File: config.mk
export PLATFORM = sky130hd
export DESIGN_NAME = pe_dot_acc
export DESIGN_NICKNAME = d
export VERILOG_FILES = /design/src/rtl/pe_dot_acc.sv
export SDC_FILE = /design/constraint.sdc
export NUM_CORES = 1
export LEC_CHECK = 0
export CAP_MARGIN = 20
export CORE_UTILIZATION = 56
export DETAILED_ROUTE_END_ITERATION = 8
export PLACE_DENSITY = 0.77
export SLEW_MARGIN = 40
export SYNTH_ARGS = -nofsm -noshare
export SYNTH_HDL_FRONTEND = slang
export SYNTH_SLANG_ARGS = --single-unit
File: constraint.sdc
create_clock -name iCLK -period 4.75 [get_ports iCLK]
set_input_delay 0.95 -clock iCLK [delete_from_list [all_inputs] [get_ports iCLK]]
set_output_delay 0.95 -clock iCLK [all_outputs]
set_load 0.005 [all_outputs]
File: src/rtl/pe_dot_acc.sv
// pe_dot_acc: multi-lane dot-product processing element with frame accumulation.
//
// Each valid beat carries LANES signed activation/weight pairs. Stage 1 registers
// the per-lane products together with the seed partial sum and beat framing.
// Stage 2 sums the products and either starts a new frame from the seed partial
// sum or adds to the running accumulator. One result is emitted per frame, either
// saturated (SAT=1) or wrapped (SAT=0) on overflow.
//
// Parameters:
//   XW, WW  - signed activation / weight widths
//   LANES   - products per beat
//   ACCW    - accumulator width; must be >= XW+WW+clog2(LANES)
//   SAT     - 1: clamp on overflow, 0: wrap modulo 2^ACCW
//
// Ports:
//   iCLK    - clock, all state on the rising edge
//   iRSTn   - asynchronous active-low reset
//   iClr    - synchronous clear/abort, overrides every other input
//   iValid  - input beat valid
//   iLast   - last beat of the frame (qualified by iValid)
//   iX      - activations, lane k at [k*XW +: XW]
//   iW      - weights, lane k at [k*WW +: WW]
//   iPsum   - seed partial sum, used only on a frame's first beat
//   oValid  - one-cycle pulse when oPsum carries a new frame result
//   oPsum   - frame result, held until the next result
//   oSat    - overflow seen in the reported frame, held with oPsum
//   oBusy   - a frame is open in stage 2

module pe_dot_acc #(
    parameter int unsigned XW    = 8,
    parameter int unsigned WW    = 8,
    parameter int unsigned LANES = 4,
    parameter int unsigned ACCW  = 24,
    parameter bit          SAT   = 1'b1
) (
    input  logic                  iCLK,
    input  logic                  iRSTn,
    input  logic                  iClr,
    input  logic                  iValid,
    input  logic                  iLast,
    input  logic [LANES*XW-1:0]   iX,
    input  logic [LANES*WW-1:0]   iW,
    input  logic [ACCW-1:0]       iPsum,
    output logic                  oValid,
    output logic [ACCW-1:0]       oPsum,
    output logic                  oSat,
    output logic                  oBusy
);

    localparam int unsigned PW = XW + WW;

    localparam logic [ACCW-1:0] AccMax = {1'b0, {(ACCW-1){1'b1}}};
    localparam logic [ACCW-1:0] AccMin = {1'b1, {(ACCW-1){1'b0}}};

    typedef enum logic {
        StIdle,
        StAcc
    } state_e;

    // ------------------------------------------------------------------------
    // Stage 1: per-lane signed products
    // ------------------------------------------------------------------------
    logic signed [PW-1:0] x_ext  [LANES];
    logic signed [PW-1:0] w_ext  [LANES];
    logic signed [PW-1:0] prod_d [LANES];
    logic signed [PW-1:0] prod_q [LANES];
    logic [ACCW-1:0]      psum_q;
    logic                 beat_valid_q;
    logic                 beat_last_q;

    always_comb begin
        for (int k = 0; k < LANES; k++) begin
            // Sign-extend both operands to the full product width so the
            // multiply is exact and width-matched.
            x_ext[k]  = {{WW{iX[k*XW+XW-1]}}, iX[k*XW +: XW]};
            w_ext[k]  = {{XW{iW[k*WW+WW-1]}}, iW[k*WW +: WW]};
            prod_d[k] = x_ext[k] * w_ext[k];
        end
    end

    always_ff @(posedge iCLK or negedge iRSTn) begin
        if (!iRSTn) begin
            for (int k = 0; k < LANES; k++) begin
                prod_q[k] <= '0;
            end
            psum_q       <= '0;
            beat_valid_q <= 1'b0;
            beat_last_q  <= 1'b0;
        end else if (iClr) begin
            // Drops both the beat already in stage 1 and the one on the inputs.
            for (int k = 0; k < LANES; k++) begin
                prod_q[k] <= '0;
            end
            psum_q       <= '0;
            beat_valid_q <= 1'b0;
            beat_last_q  <= 1'b0;
        end else begin
            beat_valid_q <= iValid;
            beat_last_q  <= iValid & iLast;
            if (iValid) begin
                for (int k = 0; k < LANES; k++) begin
                    prod_q[k] <= prod_d[k];
                end
                psum_q <= iPsum;
            end
        end
    end

    // ------------------------------------------------------------------------
    // Stage 2: lane reduction and accumulator update
    // ------------------------------------------------------------------------
    state_e            state_q;
    logic [ACCW-1:0]   acc_q;
    logic              ovf_flag_q;
    logic              out_valid_q;
    logic [ACCW-1:0]   out_psum_q;
    logic              out_sat_q;

    logic signed [ACCW-1:0] dot;
    logic [ACCW-1:0]        acc_base;
    logic [ACCW:0]          sum_wide;
    logic                   sum_ovf;
    logic [ACCW-1:0]        acc_d;
    logic                   ovf_flag_d;

    always_comb begin
        dot = '0;
        for (int k = 0; k < LANES; k++) begin
            // ACCW is wide enough that the lane sum itself cannot overflow.
            dot = dot + ACCW'(prod_q[k]);
        end
    end

    always_comb begin
        // A frame's first beat starts from the seed captured with it.
        acc_base = (state_q == StIdle) ? psum_q : acc_q;
        sum_wide = {acc_base[ACCW-1], acc_base} + {dot[ACCW-1], dot};
        sum_ovf  = sum_wide[ACCW] ^ sum_wide[ACCW-1];

        acc_d = sum_wide[ACCW-1:0];
        if (SAT && sum_ovf) begin
            // The extra top bit holds the true sign of the sum.
            acc_d = sum_wide[ACCW] ? AccMin : AccMax;
        end

        ovf_flag_d = sum_ovf | ((state_q == StAcc) & ovf_flag_q);
    end

    always_ff @(posedge iCLK or negedge iRSTn) begin
        if (!iRSTn) begin
            state_q     <= StIdle;
            acc_q       <= '0;
            ovf_flag_q  <= 1'b0;
            out_valid_q <= 1'b0;
            out_psum_q  <= '0;
            out_sat_q   <= 1'b0;
        end else if (iClr) begin
            state_q     <= StIdle;
            acc_q       <= '0;
            ovf_flag_q  <= 1'b0;
            out_valid_q <= 1'b0;
            out_psum_q  <= '0;
            out_sat_q   <= 1'b0;
        end else begin
            out_valid_q <= 1'b0;
            if (beat_valid_q) begin
                acc_q      <= acc_d;
                ovf_flag_q <= ovf_flag_d;
                unique case (state_q)
                    StIdle, StAcc: begin
                        if (beat_last_q) begin
                            state_q     <= StIdle;
                            out_valid_q <= 1'b1;
                            out_psum_q  <= acc_d;
                            out_sat_q   <= ovf_flag_d;
                        end else begin
                            state_q <= StAcc;
                        end
                    end
                    default: state_q <= StIdle;
                endcase
            end
        end
    end

    assign oValid = out_valid_q;
    assign oPsum  = out_psum_q;
    assign oSat   = out_sat_q;
    assign oBusy  = (state_q == StAcc);

endmodule

== Word level (Yosys, flattened, before mapping) ==
Index checks and enable logic that the tools add are counted.
Storage, ports and cells
  output and inout port bits: 27
  ROM bits: 0
  input port bits: 93
  bits in writable memories: 0
  bits in registers: 142
  bits in latches: 0
  logic and storage cells: 54
  memories: 0
Cells by class
  reduce and logical (&&, ||, !) cells: 4
  equal/unequal tests: 0
  $lt $le $gt $ge: 0
  shift operators: 0
  muxes and demuxes: 25
  multipliers: 4
  div/mod/pow operators: 0
  bitwise logic cells: 4
  add/sub/neg operators: 4
Operators by type and width (number)
  2-to-1 mux 24 bit: 10
  2-to-1 mux 64 bit: 2
  multiplier 8 x 8 -> 16 bit: 4
  adder 24 x 19 -> 25 bit: 1
  adder 18 x 16 -> 19 bit: 1
  adder 17 x 16 -> 18 bit: 1
  adder 16 x 16 -> 17 bit: 1
  2-to-1 mux 1 bit: 13
  nonzero test 2 bit: 3
  AND 1 bit: 2
  AND reduction 2 bit: 1
  OR 1 bit: 1
  bitwise XOR 1 bit: 1

== Logic depth before layout (Yosys ltp) ==
Gate-level depths: netlist (run 1).
  depth in word-level cells: 9
  depth in mapped cells: 18
  depth with buffers taken out: 18

== Worst setup path before layout (run 1) ==
Ideal clock, no wire load.
  kind: input -> register
  start point: input port iX[13]
  end point: register prod_q[44] (netlist bit)
  data required time: 4.634 ns
  cell stages on the path: 17
  setup time: 0.116 ns
  path buffers: 0
  setup slack: -0.168 ns
  data arrival time: 4.802 ns
  cell sequence: and2_1 -> fa_1 -> inv_1 -> fa_1 -> inv_1 -> fa_1 -> inv_1 -> fa_1 -> inv_1 -> ha_1 -> a21oi_1 -> o21bai_1 -> a21oi_1 -> o21bai_1 -> a21oi_1 -> or4b_2 -> o311ai_0
On the way
  cells in the longest elaborated chain, start to end: 3
RTL lines
  start: declaration: line 41  | input logic [LANES*XW-1:0] iX,
  multiplier 8 x 8 -> 16 bit: line 77  | prod_d[k] = x_ext[k] * w_ext[k];
  2-to-1 mux 64 bit: line 100  | if (iValid) begin
  2-to-1 mux 64 bit: line 89  | end else if (iClr) begin
  end signal: indexed assignment: line 102  | prod_q[k] <= prod_d[k];
  end: declaration: line 66  | logic signed [PW-1:0] prod_q [LANES];
No other way between the ends. The select of a mux whose other input is x is not followed.
A chain may end at the register's enable or synchronous reset.

== Final worst setup path (run 1) ==
  start point: register prod_q[1] (netlist bit)
  end point: register out_psum_q[15], in the netlist oPsum[15]
On the way
  cells in the longest elaborated chain, start to end: 7
  elaborated cells on any way between the ends: 8
  classes of those cells: add/sub (2); mux (5); bitwise (1)
RTL lines
  adder 18 x 16 -> 19 bit (*): line 130  | dot = dot + ACCW'(prod_q[k]);
  adder 24 x 19 -> 25 bit (*): line 137  | sum_wide = {acc_base[ACCW-1], acc_base} + {dot[ACCW-1], dot};
  2-to-1 mux 24 bit or bitwise XOR 1 bit (tied branches): line 143, 138
  2-to-1 mux 24 bit (*): line 141  | if (SAT && sum_ovf) begin
  2-to-1 mux 24 bit (*): line 171  | if (beat_last_q) begin
  2-to-1 mux 24 bit (*): line 166  | if (beat_valid_q) begin
  2-to-1 mux 24 bit (*): line 157  | end else if (iClr) begin
  end signal: assignment: line 155  | out_psum_q <= '0;
  end signal: assignment: line 162  | out_psum_q <= '0;
  end signal: assignment: line 174  | out_psum_q <= acc_d;
  end: declaration: line 116  | logic [ACCW-1:0] out_psum_q;
Mark *: on every way between the ends. The rest lies on a longest branch, timed or not. The select of a mux whose other input is x is not followed.

==> impl_metrics.csv, run 1 <==
group,metric,value,unit
floorplanning,ios,120,
power_and_ir_drop,p_sw,8.57,mW
global_route,grt_usage,27.7,%
logic_synthesis,syn_area,18300,µm²
logic_synthesis,synth_cells,1922,
critical_path,ff2ff_setup_slack,-0.09,ns
power_and_ir_drop,pwr-share-clk,8.0,%
global_route,antenna_found_initial,0,
placed_design,gp_congestion,0.892,
clock_tree,holdBufCountCts,0,
final_layout,n_antenna_cell,0,
global_route,first_global_vias,15590,
run,max-cap-violations,0,
final_layout,fillCellCount,2282,
timing,fin_worst_skew,0.00758,ns
logic_synthesis,synth-async-reset-ratio,100,%
power_and_ir_drop,power_frac_seq,9.1,%
outcome,outcome,"complete, but fails checks",
outcome,violations,"setup timing",
placed_design,io_buffers,119,
timing,finalCritPeriodShare,102,%
floorplanning,initial_core_util,57.5,%
critical_path,crit_type,"register to register",
floorplanning,die-area,33500,µm²
placed_design,pre_cts_ws,-0.797,ns
detailed_routing,wl_per_cell,16.4,µm
critical_path,crit_fanout,8,
floorplanning,die_h,183,µm
global_route,grt_pass1_wl,74200,µm
clock_tree,numCtsBuffers,17,
logic_synthesis,synth_edf_count,0,
logic_synthesis,syn-num-nets,2432,
logic_synthesis,synth_top_area_share,30.1,%
critical_path,critPathCapture,"oPsum[15]",
floorplanning,core_area,31900,µm²
critical_path,cp.arrival,5.14,ns
detailed_routing,final_antenna_net_count,0,
final_layout,fin_util,72.6,%
critical_path,crit_path_start,"prod_q[1]",
detailed_routing,drtPass1Iterations,6,
final_layout,final_nets,2824,
detailed_routing,routed_wl,45200,µm
timing,setup_violations,33,
logic_synthesis,synth.largest_area_cell,"fa_1",
global_route,grt_overflow_total,0,
clock_tree,htreeDepth,4,
hold_path,hold_class,"register to register",
timing,rsz0062_at_grt,"yes",
power_and_ir_drop,p_comb_share,82.9,%
logic_synthesis,yosysSeqAreaShare,19.4,%
clock_tree,clkLatencyLatePin,0.42,ns
placed_design,hpwl,35700,µm
clock_tree,clock_path_buffers,2,
critical_path,r2r_start,"prod_q[1]",
power_and_ir_drop,power.internal,9.32,mW
clock_tree,cts_tree,"yes",
logic_synthesis,netlist_top_cells_count,"440 x inv_1, 276 x fa_1, 145 x and2_1",
logic_synthesis,ys_types,66,
power_and_ir_drop,p_sw_share,47.9,%
critical_path,worstSetupEndpointType,"register",
timing,max_freq,207,MHz
global_route,grt_max_degree,74,
logic_synthesis,yosysMostFrequentCell,"inv_1",
critical_path,r2r_cells,17,
logic_synthesis,ys_warn_count,0,
logic_synthesis,yosys-top-cells-area,"fa_1 30%, dfrtp_1 19%, ha_1 9.6%, inv_1 9.0%, and2_1 4.9%",
logic_synthesis,synthFlopType,"dfrtp_1",
detailed_routing,drt_iter0_markers,889,
timing,hold_viol,0,
detailed_routing,via_per_inst,5.31,
floorplanning,die_w,183,µm
timing,timing.final.ws_setup,-0.0853,ns
critical_path,cp.required,5.05,ns
clock_tree,path_clk_slew,0.06,ns
timing,slew_violations,0,
final_layout,area_growth_syn_to_layout,26.2,%
logic_synthesis,synth_area_per_cell,9.54,µm²
clock_tree,cts.sinks,142,
critical_path,r2r_end,"oPsum[15]",
floorplanning,fp-row-count,65,
power_and_ir_drop,ir_drop,0.907,mV
detailed_routing,drc_errors,0,
power_and_ir_drop,p_leak,12.1,nW
timing,worst_pin_slew,0.807,ns
timing,slew_headroom,46.1,%
final_layout,drive_gt1_share,20.9,%
timing,finalCriticalPeriod,4.84,ns
clock_tree,cts_root_buf,"clkbuf_16",
logic_synthesis,synth_seq_cells,142,
detailed_routing,vias,14644,
power_and_ir_drop,p_per_area,773,nW/µm²
critical_path,worstSetupStartpointType,"register",
==> layer usage <==
metal	vias up	part of all wire (%)	global-route usage, %
met4	0	2.4	7.00
met2	384	52	49.7
met1	7345	41	35.7
li1	6837	-	-
met3	78	4.6	3.06
met5	-	0	0
==> worst min-delay path by stage <==
stage / from / end / slack (ns) / cells past startpoint
after floorplan: acc_q[0] / acc_q[0] / 0.44 / 2
after global placement: acc_q[0] / acc_q[0] / 0.46 / 2
after detailed placement: acc_q[2] / acc_q[2] / 0.47 / 2
after CTS: oPsum[2] / oPsum[2] / 0.50 / 2
after global routing: oPsum[18] / oPsum[18] / 0.52 / 1
final: oPsum[18] / oPsum[18] / 0.51 / 1
==> worst max-delay path, cell delays in order, from the launching register on <==
cell and delay [ns]:
dfrtp_1 0.38, inv_2 0.05, fa_2 0.61, fa_1 0.44, fa_1 0.54, inv_2 0.06, ha_4 0.17, fa_2 0.40
a211oi_2 0.25, nor2_1 0.10, a21o_1 0.20, a21bo_2 0.21, or4_4 0.56, nand2_8 0.11, buf_6 0.12, nor3_4 0.06
clkbuf_16 0.19, a221o_1 0.26
==> sequential cells by signal, indices dropped and copies added, names as in the netlist <==
signal	cells
oBusy	1
oPsum	24
beat_valid_q	1
ovf_flag_q	1
beat_last_q	1
acc_q	24
psum_q	24
prod_q	64
oSat	1
oValid	1
==> stage by stage <==
step	instance area [µm²]	instances	hold WS [ns]	TNS (ns)	power, mW
global placement	22000	2706	0.457	-17.88	14.4
CTS	22900	2749	0.497	-0.0138	16.8
floorplan	18400	1922	0.444	0	9.75
global route	23100	2760	0.519	-7.61	19.3
detailed placement	22000	2706	0.471	-21.76	14.8
finish	23100	2760	0.514	-1.50	17.9
==> power groups by stage <==
stage	combinational, mW	sequential [mW]	clock (mW)
floorplan	8.16	1.59	0
global placement	12.7	1.63	0
detailed placement	13.2	1.64	0
CTS	13.8	1.62	1.44
global route	16.2	1.65	1.49
finish	14.8	1.63	1.44
==> area by class of cell <==
class,instances,area (µm²),area share (%)
clock buffer,19,433,1.87
clock inverter,11,193,0.832
inverter,440,1650,7.14
multi-input combinational,1297,13400,57.9
sequential,142,3550,15.4
tap,435,544,2.35
timing repair buffer,416,3370,14.6
==> placed cells by master (no fill, tap or decap), types with 12 or more instances in the layout <==
master and n:
a211oi_1 17, a21o_1 22, a21oi_1 42, a21oi_2 18
a221o_1 33, and2_1 130, and2_4 16, buf_4 281
buf_6 12, clkbuf_16 18, clkbuf_2 35, clkdlybuf4s50_1 52
dfrtp_1 142, fa_1 266, ha_1 130, inv_1 423
inv_2 17, mux2i_1 83, nand2_1 132, nand2b_1 13
nand3_1 22, nor2_1 114, o21ai_0 25, xnor2_1 57
xor2_1 18
==> logic make-up after synthesis <==
group	after synthesis	share of synthesized area (%)
multiplexers	88	4.84
adder cells (fa/ha/maj)	417	39.7
flip-flops	142	19.4
XOR/XNOR	76	3.63
AO/OA/AOI/OAI	234	9.15
buffers and inverters	483	10.0
AND/OR/NAND/NOR	482	13.2
==> repair_timing <==
item	in CTS	in global routing
resized for setup	119	153
gates cloned	0	1
setup endpoints to repair	70	67
pin swaps	45	57
setup buffers	13	12
Power figures use the tool's default switching activity.
==> inputs of run 2 (changes only) <==
--- a/config.mk
+++ b/config.mk
@@ -7,6 +7,7 @@
 export LEC_CHECK = 0
 export CAP_MARGIN = 20
 export CORE_UTILIZATION = 56
+export CTS_BUF_LIST = sky130_fd_sc_hd__clkbuf_16
 export DETAILED_ROUTE_END_ITERATION = 8
 export PLACE_DENSITY = 0.77
 export SLEW_MARGIN = 40
==> impl_metrics.csv, run 2 (synthesized netlist as in run 1, its figures left out) <==
group,metric,value,unit
detailed_routing,routed_wl,45200,µm
placed_design,pre_cts_ws,-0.797,ns
floorplanning,die-area,33500,µm²
global_route,grt_pass1_wl,74200,µm
power_and_ir_drop,ir_drop,0.905,mV
final_layout,top_register,"prod_q",
placed_design,io_buffers,119,
clock_tree,holdBufCountCts,0,
clock_tree,cts_tree,"yes",
final_layout,largest_reg_flops,64,
global_route,first_global_vias,15590,
critical_path,worstSetupEndpointType,"register",
critical_path,path_buf_inv,4,
critical_path,path_cells,"inv_2 > fa_2 > fa_1 > fa_1 > inv_2 > ha_4 > fa_2 > a211oi_2 > nor2_1 > a21o_1 > a21bo_2 > or4_4 > nand2_8 > buf_6 > nor3_4 > clkbuf_16 > a221o_1",
final_layout,drive_gt1_share,20.9,%
detailed_routing,final_antenna_net_count,0,
placed_design,gp_congestion,0.892,
detailed_routing,drt_iter0_markers,899,
timing,finalCriticalPeriod,4.83,ns
floorplanning,initial_core_util,57.5,%
global_route,antenna_found_initial,0,
critical_path,crit_fanout,8,
clock_tree,clkLatencyLatePin,0.42,ns
clock_tree,numCtsBuffers,17,
clock_tree,path_clk_slew,0.06,ns
detailed_routing,vias,14591,
detailed_routing,wl_per_cell,16.4,µm
critical_path,cp.arrival,5.14,ns
timing,slew_headroom,46.0,%
detailed_routing,via_per_inst,5.29,
power_and_ir_drop,p_leak,12.1,nW
global_route,grt_overflow_total,0,
clock_tree,cts.sinks,142,
final_layout,area_growth_syn_to_layout,26.2,%
floorplanning,die_h,183,µm
global_route,grt_usage,27.7,%
timing,slew_violations,0,
final_layout,final_common_cell,"inv_1",
final_layout,fillCellCount,2282,
placed_design,hpwl,35700,µm
timing,timing.final.ws_setup,-0.0842,ns
critical_path,cp.required,5.05,ns
run,max-cap-violations,0,
critical_path,cp_slowest_stage_delay,0.61,ns
outcome,outcome,"complete, but fails checks",
detailed_routing,drtPass1Iterations,5,
critical_path,slowest_stage,"fa_2",
timing,setup_violations,33,
timing,finalCritPeriodShare,102,%
final_layout,seqCellArea,3550,µm²
timing,worst_pin_slew,0.808,ns
critical_path,path_delay_family,"adder cells",
timing,hold_viol,0,
timing,max_freq,207,MHz
floorplanning,die_w,183,µm
outcome,violations,"setup timing",
clock_tree,htreeDepth,4,
hold_path,hold_class,"register to register",
floorplanning,ios,120,
clock_tree,clock_path_buffers,2,
critical_path,crit_type,"register to register",
clock_tree,cts_root_buf,"clkbuf_16",
power_and_ir_drop,p_per_area,772,nW/µm²
final_layout,final_cell_mix,"425 x inv_1, 281 x buf_4, 266 x fa_1, 142 x dfrtp_1, 132 x nand2_1",
detailed_routing,drc_errors,0,
floorplanning,core_area,31900,µm²
timing,rsz0062_at_grt,"yes",
final_layout,fin_util,72.6,%
final_layout,final_nets,2824,
final_layout,n_antenna_cell,0,
critical_path,worstSetupStartpointType,"register",
global_route,grt_max_degree,74,
final_layout,multi_input_area,13400,µm²
floorplanning,fp-row-count,65,
timing,fin_worst_skew,0.00774,ns
==> run 2: repair_timing <==
| item | CTS | global route |
|---|---|---|
| endpoints found under the hold margin | 0 | 0 |
| setup buffers | 13 | 12 |
| resized for setup | 119 | 153 |
| setup endpoints to repair | 70 | 67 |
| pin swaps | 45 | 57 |
| cloned | 0 | 1 |
==> run 2: routing by layer <==
layer	track usage, %	part of all wire, %
met3	3.06	4.5
met4	7.00	2.4
met1	35.7	41
met5	0	0
met2	49.7	52
==> run 2: final timing paths <==
path | start | end | slack, ns | cells past startpoint
setup / recovery | prod_q[1] | oPsum[15] | -0.08 | 17
max in group asynchronous | iRSTn | psum_q[23] | 3.27 | 2
hold reg to reg | oPsum[18] | oPsum[18] | 0.51 | 1
min in group asynchronous | iRSTn | oPsum[5] | 0.53 | 1
setup reg to reg | prod_q[1] | oPsum[15] | -0.08 | 17
hold / removal | oPsum[18] | oPsum[18] | 0.51 | 1
==> run 2: report_power, final <==
group | total, mW | switching [mW] | leakage [nW] | internal (mW)
Clock | 1.43 | 0.513 | 0.307 | 0.920
Combinational | 14.8 | 7.88 | 9.90 | 6.93
Sequential | 1.63 | 0.163 | 1.91 | 1.47
==> run 2: final cells by class <==
cell class | count | area share [%]
flip-flops and latches | 142 | 15.4
clock inverters | 13 | 0.865
inverters | 440 | 7.14
well taps | 435 | 2.35
multi-input cells | 1297 | 57.9
repair buffers | 416 | 14.6
clock buffers | 17 | 1.84
==> run 2: through the flow <==
stage | setup TNS (ns) | power [mW] | instance area (µm²) | cells | hold WS, ns
4_1_cts | -0.0136 | 16.8 | 22900 | 2749 | 0.497
6_report | -1.49 | 17.9 | 23100 | 2760 | 0.512
5_1_grt | -7.61 | 19.3 | 23100 | 2760 | 0.519
3_3_place_gp | -17.88 | 14.4 | 22000 | 2706 | 0.457
3_5_place_dp | -21.76 | 14.8 | 22000 | 2706 | 0.471
2_1_floorplan | 0 | 9.75 | 18400 | 1922 | 0.444
==> variant: new RTL, config.mk and constraints of run 2 <==
Change the parameter `ACCW` from 24 to 48.
--- a/src/rtl/pe_dot_acc.sv
+++ b/src/rtl/pe_dot_acc.sv
@@ -31,5 +31,5 @@
     parameter int unsigned WW    = 8,
     parameter int unsigned LANES = 4,
-    parameter int unsigned ACCW  = 24,
+    parameter int unsigned ACCW  = 48,
     parameter bit          SAT   = 1'b1
 ) (
Interface: changed (resized iPsum and oPsum); port bits go from 120 to 168. The function was not compared with the original's and may differ.
==> variant against run 2 <==
The flow still finishes with violations (setup timing). Routed wire length up 61%. Die area up 30%. Synthesized area increased by 30%. Sequential cell count increased by 72. Critical path depth up 2. Final area increased by 38%. Non-clock buffer count is 223 higher. First-iteration DRC count increased by 78%. Worst setup slack lost 0.51 ns. Critical endpoint is now oPsum[26]$_DFFE_PN0P_.
Power is not shown: default switching activity piles up to over one toggle a cycle in this logic, so the estimate is an artifact.
==> variant: results (changes against run 2) <==
<table>
<tr><th>Metric</th><th>Value</th></tr>
<tr><th colspan="2">Clock tree</th></tr>
<tr><td>CTS-repair resized insts</td><td>196 (+65%)</td></tr>
<tr><td># H-tree levels</td><td>1 (-3)</td></tr>
<tr><td>Clock latency on the worst-skew pair</td><td>0.54 ns (+0.12 ns)</td></tr>
<tr><td>Clock buffer depth</td><td>3 (+1)</td></tr>
<tr><td>Inserted Clock Buffers</td><td>24 (+7)</td></tr>
<tr><th colspan="2">Synth</th></tr>
<tr><td>Synthesized instance count</td><td>2,566 (+34%)</td></tr>
<tr><td>Compound-Gate Fraction of Synth Area</td><td>12.7% (+3.5 points)</td></tr>
<tr><td>Post-Syn Nets</td><td>3,148 (+29%)</td></tr>
<tr><td>Cell types with the largest area share after synthesis</td><td>sky130_fd_sc_hd__fa_1 25%, sky130_fd_sc_hd__dfrtp_1 22%, sky130_fd_sc_hd__ha_1 8.6%</td></tr>
<tr><td>Number of distinct library cells after synthesis</td><td>76 (+15%)</td></tr>
<tr><td>Share of synthesized area spent on multiplexers</td><td>6.15% (+1.3 points)</td></tr>
<tr><th colspan="2">Placement</th></tr>
<tr><td>Final HPWL DP</td><td>50,700 um (+42%)</td></tr>
<tr><td>Worst setup slack before clock tree synthesis</td><td>-0.901 ns (-0.104 ns)</td></tr>
<tr><td>Placed insts</td><td>3,569 (+32%)</td></tr>
<tr><td>Final weighted congestion in routability-driven placement</td><td>0.937 (+5.1%)</td></tr>
<tr><td>IO buf count</td><td>167 (+40%)</td></tr>
<tr><th colspan="2">STA</th></tr>
<tr><td>Final worst-path setup slack</td><td>-0.596 ns (-0.512 ns)</td></tr>
<tr><td>Setup Viol. Count Final</td><td>98 (+200%)</td></tr>
<tr><th colspan="2">Setup path</th></tr>
<tr><td>Reg2Reg Launch Point</td><td>prod_q[31]$_DFFE_PN0P_</td></tr>
<tr><td>Cells on worst reg2reg path</td><td>19 (+2)</td></tr>
<tr><td>Critical path arrival</td><td>5.79 ns (+0.65 ns)</td></tr>
<tr><th colspan="2">Outcome</th></tr>
<tr><td>Violations in the final reports</td><td>setup timing</td></tr>
<tr><td>Status</td><td>finished, violations left</td></tr>
<tr><th colspan="2">Min path</th></tr>
<tr><td>Worst hold path type</td><td>in2async</td></tr>
<tr><th colspan="2">Layout</th></tr>
<tr><td>Final Instance Count excl. Fillers</td><td>3,693 (+34%)</td></tr>
<tr><th colspan="2">Drt</th></tr>
<tr><td>Routed length per instance</td><td>19.7 um (+20%)</td></tr>
<tr><td>Number of iterations in the first detailed-routing pass</td><td>7 (+2)</td></tr>
<tr><td>Detailed router's first-iteration violation count</td><td>1,600 (+78%)</td></tr>
<tr><th colspan="2">Global routing</th></tr>
<tr><td>Number of antenna violations at the first check in global routing</td><td>4 (+4)</td></tr>
<tr><td>Wire length of the first global-routing pass</td><td>113,000 um (+52%)</td></tr>
<tr><td>Global routing usage summed across all routing layers</td><td>32.2% (+4.5 points)</td></tr>
</table>
-- variant: worst paths after layout --
kind                            slack [ns]                endpoint
worst max-delay path                 -0.60   oPsum[26]$_DFFE_PN0P_
worst min-delay path                  0.33   acc_q[33]$_DFFE_PN0P_
worst max register to register       -0.60   oPsum[26]$_DFFE_PN0P_
worst min register to register        0.53  prod_q[21]$_DFFE_PN0P_
max in group asynchronous             3.58  prod_q[46]$_DFFE_PN0P_
min in group iCLK                     0.53  prod_q[21]$_DFFE_PN0P_
-- variant: final cells by class --
class,instances,area (sq um)
Clock buffer,25,626
Clock inverter,18,160
Sequential cell,214,5360
Tap cell,539,674
Timing Repair Buffer,639,5750
Antenna cell,1,2.50
Multi-Input combinational cell,1814,17600
Inverter,443,1660
Fill cell,2909,10200
-- variant: metal layers --
layer  vias up  track usage (%)  part of all wire, %
met5         -                0                0.051
met4         6             16.4                  6.5
met3       311             4.25                  6.1
met2       804             57.6                   50
met1     10299             38.0                   37
li1       9445                -                    -
